**config.mk**
```make
export PLATFORM = sky130hd
export DESIGN_NAME = mem_access
export DESIGN_NICKNAME = d
export VERILOG_FILES = /design/src/rtl/mem_access.sv
export SDC_FILE = /design/constraint.sdc
export NUM_CORES = 1
export LEC_CHECK = 0
export CAP_MARGIN = 10
export CORE_AREA = 2 2 151 153
export CTS_CLUSTER_SIZE = 28
export DETAILED_ROUTE_END_ITERATION = 10
export DIE_AREA = 0 0 153 155
export HOLD_SLACK_MARGIN = 0.12
export SYNTH_ARGS = -nofsm -noshare
export SYNTH_HDL_FRONTEND = slang
export SYNTH_SLANG_ARGS = --single-unit
```
**constraint.sdc**
```tcl
create_clock -name clock_i -period 2.9 [get_ports clock_i]
set_input_delay 0.58 -clock clock_i [delete_from_list [all_inputs] [get_ports clock_i]]
set_output_delay 0.58 -clock clock_i [all_outputs]
set_load 0.1 [all_outputs]
```
**src/rtl/mem_access.sv**
```systemverilog
// MEM stage: load/store alignment, AdEL/AdES detection, data-side SRAM-like bus master, load extract/extend, writeback select.
// Latency: an access with addr_ok in the request cycle and data_ok one cycle later stalls the pipeline for exactly 1 cycle.
// Backpressure: mem_stall_request_o holds the pipeline until data_ok; a late stall_i parks read data in HOLD; a flush mid-access drains it in CANCEL.
//
// Ports:
//   clock_i, reset_i (async, active-low)                       clock / reset
//   valid_i, stall_i, flush_i                                  pipeline control
//   pc_i, aluop_i, alu_data_i, ram_write_data_i,
//   ram_write_enable_i, mem_to_reg_i, regfile_write_*_i,
//   exception_type_i, now_in_delayslot_i                       EX/MEM register contents
//   data_req_o, data_wr_o, data_size_o, data_addr_o,
//   data_wdata_o, data_addr_ok_i, data_data_ok_i, data_rdata_i data-side bus
//   pc_o, now_in_delayslot_o, regfile_write_*_o,
//   exception_type_o, bad_vaddr_o                              MEM/WB results
//   mem_stall_request_o                                        pipeline hold request
module mem_access #(
    parameter int EXC_ADEL_BIT = 27,
    parameter int EXC_ADES_BIT = 26
) (
    input  logic        clock_i,
    input  logic        reset_i,
    input  logic        valid_i,
    input  logic        stall_i,
    input  logic        flush_i,
    input  logic [31:0] pc_i,
    input  logic [7:0]  aluop_i,
    input  logic [31:0] alu_data_i,
    input  logic [31:0] ram_write_data_i,
    input  logic        ram_write_enable_i,
    input  logic        mem_to_reg_i,
    input  logic        regfile_write_enable_i,
    input  logic [4:0]  regfile_write_addr_i,
    input  logic [31:0] exception_type_i,
    input  logic        now_in_delayslot_i,
    output logic        data_req_o,
    output logic        data_wr_o,
    output logic [1:0]  data_size_o,
    output logic [31:0] data_addr_o,
    output logic [31:0] data_wdata_o,
    input  logic        data_addr_ok_i,
    input  logic        data_data_ok_i,
    input  logic [31:0] data_rdata_i,
    output logic [31:0] pc_o,
    output logic        now_in_delayslot_o,
    output logic [4:0]  regfile_write_addr_o,
    output logic        regfile_write_enable_o,
    output logic [31:0] regfile_write_data_o,
    output logic [31:0] exception_type_o,
    output logic [31:0] bad_vaddr_o,
    output logic        mem_stall_request_o
);

    localparam logic [7:0] ALUOP_LB  = 8'h20;
    localparam logic [7:0] ALUOP_LH  = 8'h21;
    localparam logic [7:0] ALUOP_LW  = 8'h23;
    localparam logic [7:0] ALUOP_LBU = 8'h24;
    localparam logic [7:0] ALUOP_LHU = 8'h25;
    localparam logic [7:0] ALUOP_SB  = 8'h28;
    localparam logic [7:0] ALUOP_SH  = 8'h29;
    localparam logic [7:0] ALUOP_SW  = 8'h2b;

    typedef enum logic [2:0] {
        S_IDLE,
        S_ADDR,
        S_DATA,
        S_HOLD,
        S_CANCEL
    } state_t;

    state_t      state, state_nxt;
    logic [31:0] rdata_buf;
    logic        buf_we;

    logic        is_byte, is_half, is_word, sign_ext;
    logic        misaligned, adel, ades, need_access;
    logic        req, stall;
    logic [1:0]  size;
    logic [31:0] wdata;
    logic [31:0] load_word, load_val, exc_add;
    logic [7:0]  load_byte;
    logic [15:0] load_half;

    // Access width / signedness decode
    always_comb begin
        is_byte  = 1'b0;
        is_half  = 1'b0;
        is_word  = 1'b0;
        sign_ext = 1'b0;
        case (aluop_i)
            ALUOP_LB:  begin is_byte = 1'b1; sign_ext = 1'b1; end
            ALUOP_LBU: is_byte = 1'b1;
            ALUOP_LH:  begin is_half = 1'b1; sign_ext = 1'b1; end
            ALUOP_LHU: is_half = 1'b1;
            ALUOP_LW:  is_word = 1'b1;
            ALUOP_SB:  is_byte = 1'b1;
            ALUOP_SH:  is_half = 1'b1;
            ALUOP_SW:  is_word = 1'b1;
            default:   ;
        endcase
    end

    assign misaligned  = (is_half & alu_data_i[0]) | (is_word & (alu_data_i[1:0] != 2'b00));
    assign adel        = mem_to_reg_i & misaligned;
    assign ades        = ram_write_enable_i & misaligned;
    assign need_access = valid_i & (mem_to_reg_i | ram_write_enable_i) & ~adel & ~ades
                         & (exception_type_i == 32'h0) & ~flush_i;

    always_comb begin
        exc_add               = '0;
        exc_add[EXC_ADEL_BIT] = adel;
        exc_add[EXC_ADES_BIT] = ades;
    end

    assign size  = is_byte ? 2'd0 : (is_half ? 2'd1 : 2'd2);
    assign wdata = is_byte ? {4{ram_write_data_i[7:0]}} :
                   is_half ? {2{ram_write_data_i[15:0]}} : ram_write_data_i;

    // Read data is live only on the accepting data_ok cycle; afterwards it comes from the buffer.
    assign load_word = (state == S_DATA && data_data_ok_i) ? data_rdata_i : rdata_buf;

    always_comb begin
        case (alu_data_i[1:0])
            2'd0:    load_byte = load_word[7:0];
            2'd1:    load_byte = load_word[15:8];
            2'd2:    load_byte = load_word[23:16];
            default: load_byte = load_word[31:24];
        endcase
    end

    assign load_half = alu_data_i[1] ? load_word[31:16] : load_word[15:0];

    always_comb begin
        if (is_byte)
            load_val = {{24{sign_ext & load_byte[7]}}, load_byte};
        else if (is_half)
            load_val = {{16{sign_ext & load_half[15]}}, load_half};
        else
            load_val = load_word;
    end

    always_ff @(posedge clock_i or negedge reset_i) begin
        if (!reset_i) begin
            state     <= S_IDLE;
            rdata_buf <= '0;
        end else begin
            state <= state_nxt;
            if (buf_we)
                rdata_buf <= data_rdata_i;
        end
    end

    always_comb begin
        state_nxt = state;
        req       = 1'b0;
        buf_we    = 1'b0;
        case (state)
            S_IDLE: begin
                req = need_access;
                if (need_access)
                    state_nxt = data_addr_ok_i ? S_DATA : S_ADDR;
            end
            S_ADDR: begin
                req = 1'b1;
                // An accepted request must still be drained even if flushed in the same cycle.
                if (data_addr_ok_i)
                    state_nxt = flush_i ? S_CANCEL : S_DATA;
                else if (flush_i)
                    state_nxt = S_IDLE;
            end
            S_DATA: begin
                if (data_data_ok_i) begin
                    buf_we    = ~flush_i;
                    state_nxt = (stall_i && !flush_i) ? S_HOLD : S_IDLE;
                end else if (flush_i) begin
                    state_nxt = S_CANCEL;
                end
            end
            S_HOLD: begin
                if (!stall_i)
                    state_nxt = S_IDLE;
            end
            S_CANCEL: begin
                if (data_data_ok_i)
                    state_nxt = S_IDLE;
            end
            default: state_nxt = S_IDLE;
        endcase
    end

    // HOLD has its data already; CANCEL stalls regardless of what sits in MEM.
    assign stall = (state == S_CANCEL) |
                   (need_access & ~(state == S_DATA & data_data_ok_i) & (state != S_HOLD));

    // All outputs forced low while reset is asserted.
    assign data_req_o             = reset_i & req;
    assign data_wr_o              = reset_i & ram_write_enable_i;
    assign data_size_o            = reset_i ? size : 2'd0;
    assign data_addr_o            = reset_i ? alu_data_i : 32'h0;
    assign data_wdata_o           = reset_i ? wdata : 32'h0;
    assign pc_o                   = reset_i ? pc_i : 32'h0;
    assign now_in_delayslot_o     = reset_i & now_in_delayslot_i;
    assign regfile_write_addr_o   = reset_i ? regfile_write_addr_i : 5'd0;
    assign regfile_write_enable_o = reset_i & regfile_write_enable_i & ~adel;
    assign regfile_write_data_o   = reset_i ? (mem_to_reg_i ? load_val : alu_data_i) : 32'h0;
    assign exception_type_o       = reset_i ? (exception_type_i | exc_add) : 32'h0;
    assign bad_vaddr_o            = (reset_i & (adel | ades)) ? alu_data_i : 32'h0;
    assign mem_stall_request_o    = reset_i & stall;

endmodule
```
Yosys cells after proc, flatten, opt, wreduce, memory -nomap -nowiden

Index checks and enable logic that the tools add are counted.

Equal/unequal tests: 20
Multiplexer cells: 36
Bitwise logic cells: 30
Reductions and logical operators: 12

Operators by type and width:

| operator                                            | count |
|---|---|
| two-way mux 32 bit                                  | 12 |
| equality test 8 x 6 -> 1 bit, second input constant | 8 |
| logical NOT 32 bit                                  | 1 |
| OR 32 x 28 -> 32 bit                                | 1 |
| two-way mux 3 bit                                   | 8 |
| one-hot mux 8 bit (3 select lines)                  | 1 |
| AND 1 bit                                           | 21 |
| two-way mux 16 bit                                  | 1 |
| one-hot mux 3 bit (5 select lines)                  | 1 |
| two-way mux 2 bit                                   | 5 |
| equality test 3 x 2 -> 1 bit, second input constant | 2 |
| two-way mux 1 bit                                   | 6 |
| != test 2 bit, second input constant                | 3 |
| != test 3 bit, second input constant                | 2 |
| OR reduction 3 bit                                  | 2 |
| two-way mux 5 bit                                   | 1 |
| AND reduction 5 bit                                 | 1 |
| inverter 1 bit                                      | 4 |
| OR 1 bit                                            | 4 |
| OR reduction 2 bit                                  | 2 |
| equality test 3 x 1 -> 1 bit, second input constant | 1 |
| equality test 3 bit, second input constant          | 1 |
| logical NOT 3 bit                                   | 1 |
| != test 3 x 2 -> 1 bit, second input constant       | 1 |
| other kinds (7)                                     | 8 |

Register bits: 35
Output and inout port bits: 204
Word-level logic and storage cells: 100

Longest topological paths before layout

Depth after elaboration: 15
Gate-level depth with buffers: 8

Worst setup path after synthesis

Ideal clock, no wire load.

Path kind: input-to-output
From: in aluop_i[4]
To: out regfile_write_data_o[13]
Arrival: 4.016 ns
Slack: -1.696 ns
Stages on the path: 6
Cell sequence: nor4b_2 nand4_1 clkbuf_1 mux2i_1 nor2_1 o21ai_0

Word-level cells in the longest chain between the ends: 7
Elaborated cells between the ends (all ways): 17
Classes of those cells: eq/ne (6); mux (7); bitwise (1); reduce/logical (3)

Ends and longest elaborated chain:

| element                                                                   | line     | text |
|---|---|---|
| from (decl)                                                               | 26       | `input logic [7:0] aluop_i,` |
| equality test 8 x 6 -> 1 bit                                              | 89       | `case (aluop_i)` |
| OR reduction 3 bit (no source line) or OR reduction 2 bit (tied branches) | n/a      |  |
| two-way mux 1 bit                                                         | 89       |  |
| two-way mux 32 bit or AND 1 bit (tied branches)                           | 135, 134 |  |
| two-way mux 32 bit *                                                      | 133      | `if (is_byte)` |
| two-way mux 32 bit * (2 in a row)                                         | 204      | `assign regfile_write_data_o = reset_i ? (mem_to_reg_i ? load_val : alu_data_i) : 32'h0;` |
| to (decl)                                                                 | 47       | `output logic [31:0] regfile_write_data_o,` |

Every way passes the cells marked *; elsewhere a longest branch is shown, timed or not.

Worst setup path after layout

From: reg state[0]
To: out regfile_write_data_o[21]

Word-level cells in the longest chain between the ends: 9
Elaborated cells between the ends (all ways): 11
Classes of those cells: eq/ne (1); mux (7); bitwise (2); reduce/logical (1)

Ends and longest elaborated chain:

| element                           | line | text |
|---|---|---|
| from (decl)                       | 70   | `state_t state, state_nxt;` |
| from (signal assigned)            | 146  | `state <= state_nxt;` |
| equality test 3 x 2 -> 1 bit *    | 119  | `assign load_word = (state == S_DATA && data_data_ok_i) ? data_rdata_i : rdata_buf;` |
| logical AND 1 bit *               | 119  |  |
| two-way mux 32 bit *              | 119  |  |
| two-way mux 16 bit                | 130  | `assign load_half = alu_data_i[1] ? load_word[31:16] : load_word[15:0];` |
| AND 1 bit                         | 136  | `load_val = {{16{sign_ext & load_half[15]}}, load_half};` |
| two-way mux 32 bit                | 135  | `else if (is_half)` |
| two-way mux 32 bit *              | 133  |  |
| two-way mux 32 bit * (2 in a row) | 204  |  |

Marked as above.

==> metrics.md <==
| Metric | Value |
|---|---|
| Status | complete, but fails checks |
| Failing checks | setup timing |
| DP Area | 0.0114 mm² |
| Most common cell after layout, fill and taps aside | buf_12 |
| Distinct cell type count after synthesis | 44 |
| Drt pass-1 iters | 4 |
| CP Max Fanout | 8 |
| Synth area leader | and2_1 |
| Iteration-0 DRC Markers | between 300 and 400 |
| CP arrival | 2.59 ns |
| Routability congestion estimate from global placement | 0.833 |
| Commonest non-fill, non-tap cells in the layout | 214 x buf_12, 168 x clkdlybuf4s50_1, 108 x and2_1 |
| Synthesis warning total | 0 |
| Slew HR | 61.5% |
| Fin area | approximately 0.012 mm² |
| Tcrit/Tclk final | 109% |
| Clock Sinks | 35 |
| CP Cell Sequence | and4bb_4 > mux4_2 > mux2_4 > a21o_4 > a32o_4 > buf_12 |
| Fillers | 1923 |
| Die height | 155 µm |
| Top post-synthesis cells by area | and2_1 21%, dfrtp_1 20%, mux2i_1 13% |
| Placed insts | 1211 |
| Die Span X | roughly 150 µm |
| Site Rows | 55 |
| Core Area | approximately 0.022 mm² |
| Setup-failing EPs final | 35 |
| Io pins | 388 |
| Non-filler instance count after layout | 1235 |
| F_max | between 300 and 400 MHz |
| Clock root buffer | clkbuf_16 |
| Startpoint types | flop |
| Via count | 5612 |
| Mapped Area | around 0.0043 mm² |
| Post-layout min period | between 3 and 4 ns |
| Synth Area per Inst | 8.35 µm² |
| Seq/Total Area, Yosys | between 20 and 25% |
| Post-layout nets | 1131 |
| Mapped Cells | 512 |
| Synthesized net count | around 700 |
| WL per Instance | 21.0 µm |
| Placed wire-length estimate | 21200 µm |
| Final worst slack | -0.273 ns |
| DRC Markers | 0 |
| Seq cells post-synth | 35 |
| Peak VDD IR | 323 µV |
| Gr usage total | a little over a fifth |
| Slowest stage delay, CP | 0.50 ns |
| Vias per cell | between 4 and 5 |
| First-pass GRT wire length | 38000 µm |
| Lkg Pwr | slightly above 5 nW |
| Critical path capture point type | output pin |
| Post-route ant nets | 0 |
| CP top delay family | multiplexers |
| Worst EP required | 2.32 ns |
| Buf/Inv on CP | 1 |
| CTS tree | done |
| Largest net degree at the start of global routing | 90 |
| Pwr dens | between 400 and 500 mW/mm² |
| Clock skew | 0.00109 ns |
| Worst-Margin Slew | approximately 0.58 ns |
| Reg clk slew, reported paths | 0.05 ns |
| Top_reg_cell synth | dfrtp_1 |
| CTS Buf Count | 5 |
| Critical path class | reg -> out |
| Vias in the first global route | 5770 |
| Slowest CP cell | mux4_2 |
| RSZ-0062 raised after global routing | true |
| DRT Wirelength | 25900 µm |
| Final Max Slew Viols | 0 |
| Synthesis-to-finish area growth | 181% |
| Clk buf depth | 2 |
| Share of cells above drive strength 1 | 49.9% |
| Hold crit path type | in -> async |
| Antenna violations before repair | 2 |
| Storage cell area | 876 µm² |
| Final Hold Vio Count | 0 |
| Synth top area share | about a fifth |
| Finished Core Util | 54.0% |
| Buffers on Ports | 387 |
| Count of flip-flops with a built-in enable after synthesis | 0 |
| Fraction of registers with async set/reset | 100% |
| Skew-Pair Late Insertion Delay | 0.27 ns |
| Multi-input combinational cell area | 0.00386 mm² |
| Die Area | 0.0237 mm² |
| Total congestion overflow | 0 |
| CTS H-tree depth | 2 |
| Starting Density | 19.2% |
| Max Cap Viol | 0 |
==> synthesized netlist by cell type, drive strengths merged, types with 9 or more instances <==
cell type    n
a32o        17
mux4         9
buf          9
clkbuf      34
mux2        34
a21boi       9
o21ai       28
dfrtp       35
nor2        16
nand2       49
and2       144
mux2i       55
==> path summary, 6_finish.rpt <==
| check | start | endpoint | slack [ns] | cells past startpoint |
|---|---|---|---|---|
| setup / recovery | state[0]$_DFFE_PN0P_ | regfile_write_data_o[21] | -0.27 | 6 |
| hold / removal | reset_i | rdata_buf[31]$_DFFE_PN0P_ | 0.39 | 2 |
| setup reg to reg | state[0]$_DFFE_PN0P_ | rdata_buf[12]$_DFFE_PN0P_ | 0.77 | 7 |
| hold reg to reg | rdata_buf[2]$_DFFE_PN0P_ | rdata_buf[2]$_DFFE_PN0P_ | 0.50 | 1 |
| max in group asynchronous | reset_i | rdata_buf[27]$_DFFE_PN0P_ | 2.18 | 2 |
| min in group clock_i | rdata_buf[2]$_DFFE_PN0P_ | rdata_buf[2]$_DFFE_PN0P_ | 0.50 | 1 |
==> repair_timing <==
action / CTS / global route
hold buffers: 0 / 0
setup endpoints to repair: 95 / 76
cloned: 2 / 4
gates resized for setup: 75 / 19
setup buffers: 4 / 7
pin swaps: 29 / 17
==> area by class of cell <==
type                            count  share of cell area [%]
Timing Repair Buffer              470                    56.2
Multi-Input combinational cell    430                    32.2
Sequential cell                    35                    7.30
Tap cell                          285                    2.97
Clock buffer                        7                    1.11
Inverter                            5                   0.167
Clock inverter                      1                  0.0417
Antenna cell                        2                  0.0417
==> worst register-to-register path: cells and delay by family, from the launching register on <==
kind	cells	cell delay [ns]
buffers and inverters	4	0.65
AND/OR/NAND/NOR	2	0.60
flip-flops	1	0.38
multiplexers	1	0.38
==> sequential cells by signal, indices dropped and copies added, names as in the netlist <==
name       count
rdata_buf     32
state          3
==> cells by family (layout without fill, tap and decap cells) <==
kind of cell	Yosys count	in the layout	synth area share, %
multiplexers	98	98	26.6
AO/OA/AOI/OAI	93	94	16.6
AND/OR/NAND/NOR	238	238	31.6
other	0	2	0
buffers and inverters	48	483	4.71
flip-flops	35	35	20.5
==> where the power goes <==
| group | internal, mW | switching [mW] |
|---|---|---|
| Combinational | 1.89 | 2.62 |
| Sequential | 0.694 | 0.124 |
| Clock | 0.317 | 0.187 |
==> per-layer routing <==
metal	share of wire (%)	vias up	GRT usage, %	wire length (µm)
met3	3.9	18	2.59	1000
met5	0	-	0	0
met2	50	184	36.0	13000
li1	-	2704	-	-
met4	1.1	0	3.40	297
met1	45	2706	28.4	11700
==> per-stage QoR <==
stage | power, mW | hold WS (ns) | setup TNS (ns) | setup WS, ns
after detailed placement | 5.08 | 0.494 | -34.04 | -0.658
final | 5.83 | 0.393 | -6.87 | -0.273
after CTS | 5.68 | 0.381 | -8.03 | -0.324
after global routing | 6.08 | 0.408 | -11.98 | -0.338
after global placement | 5.04 | 0.489 | -33.85 | -0.625
after floorplan | 3.38 | 0.284 | -2.56 | -0.143
Power figures use the tool's default switching activity.
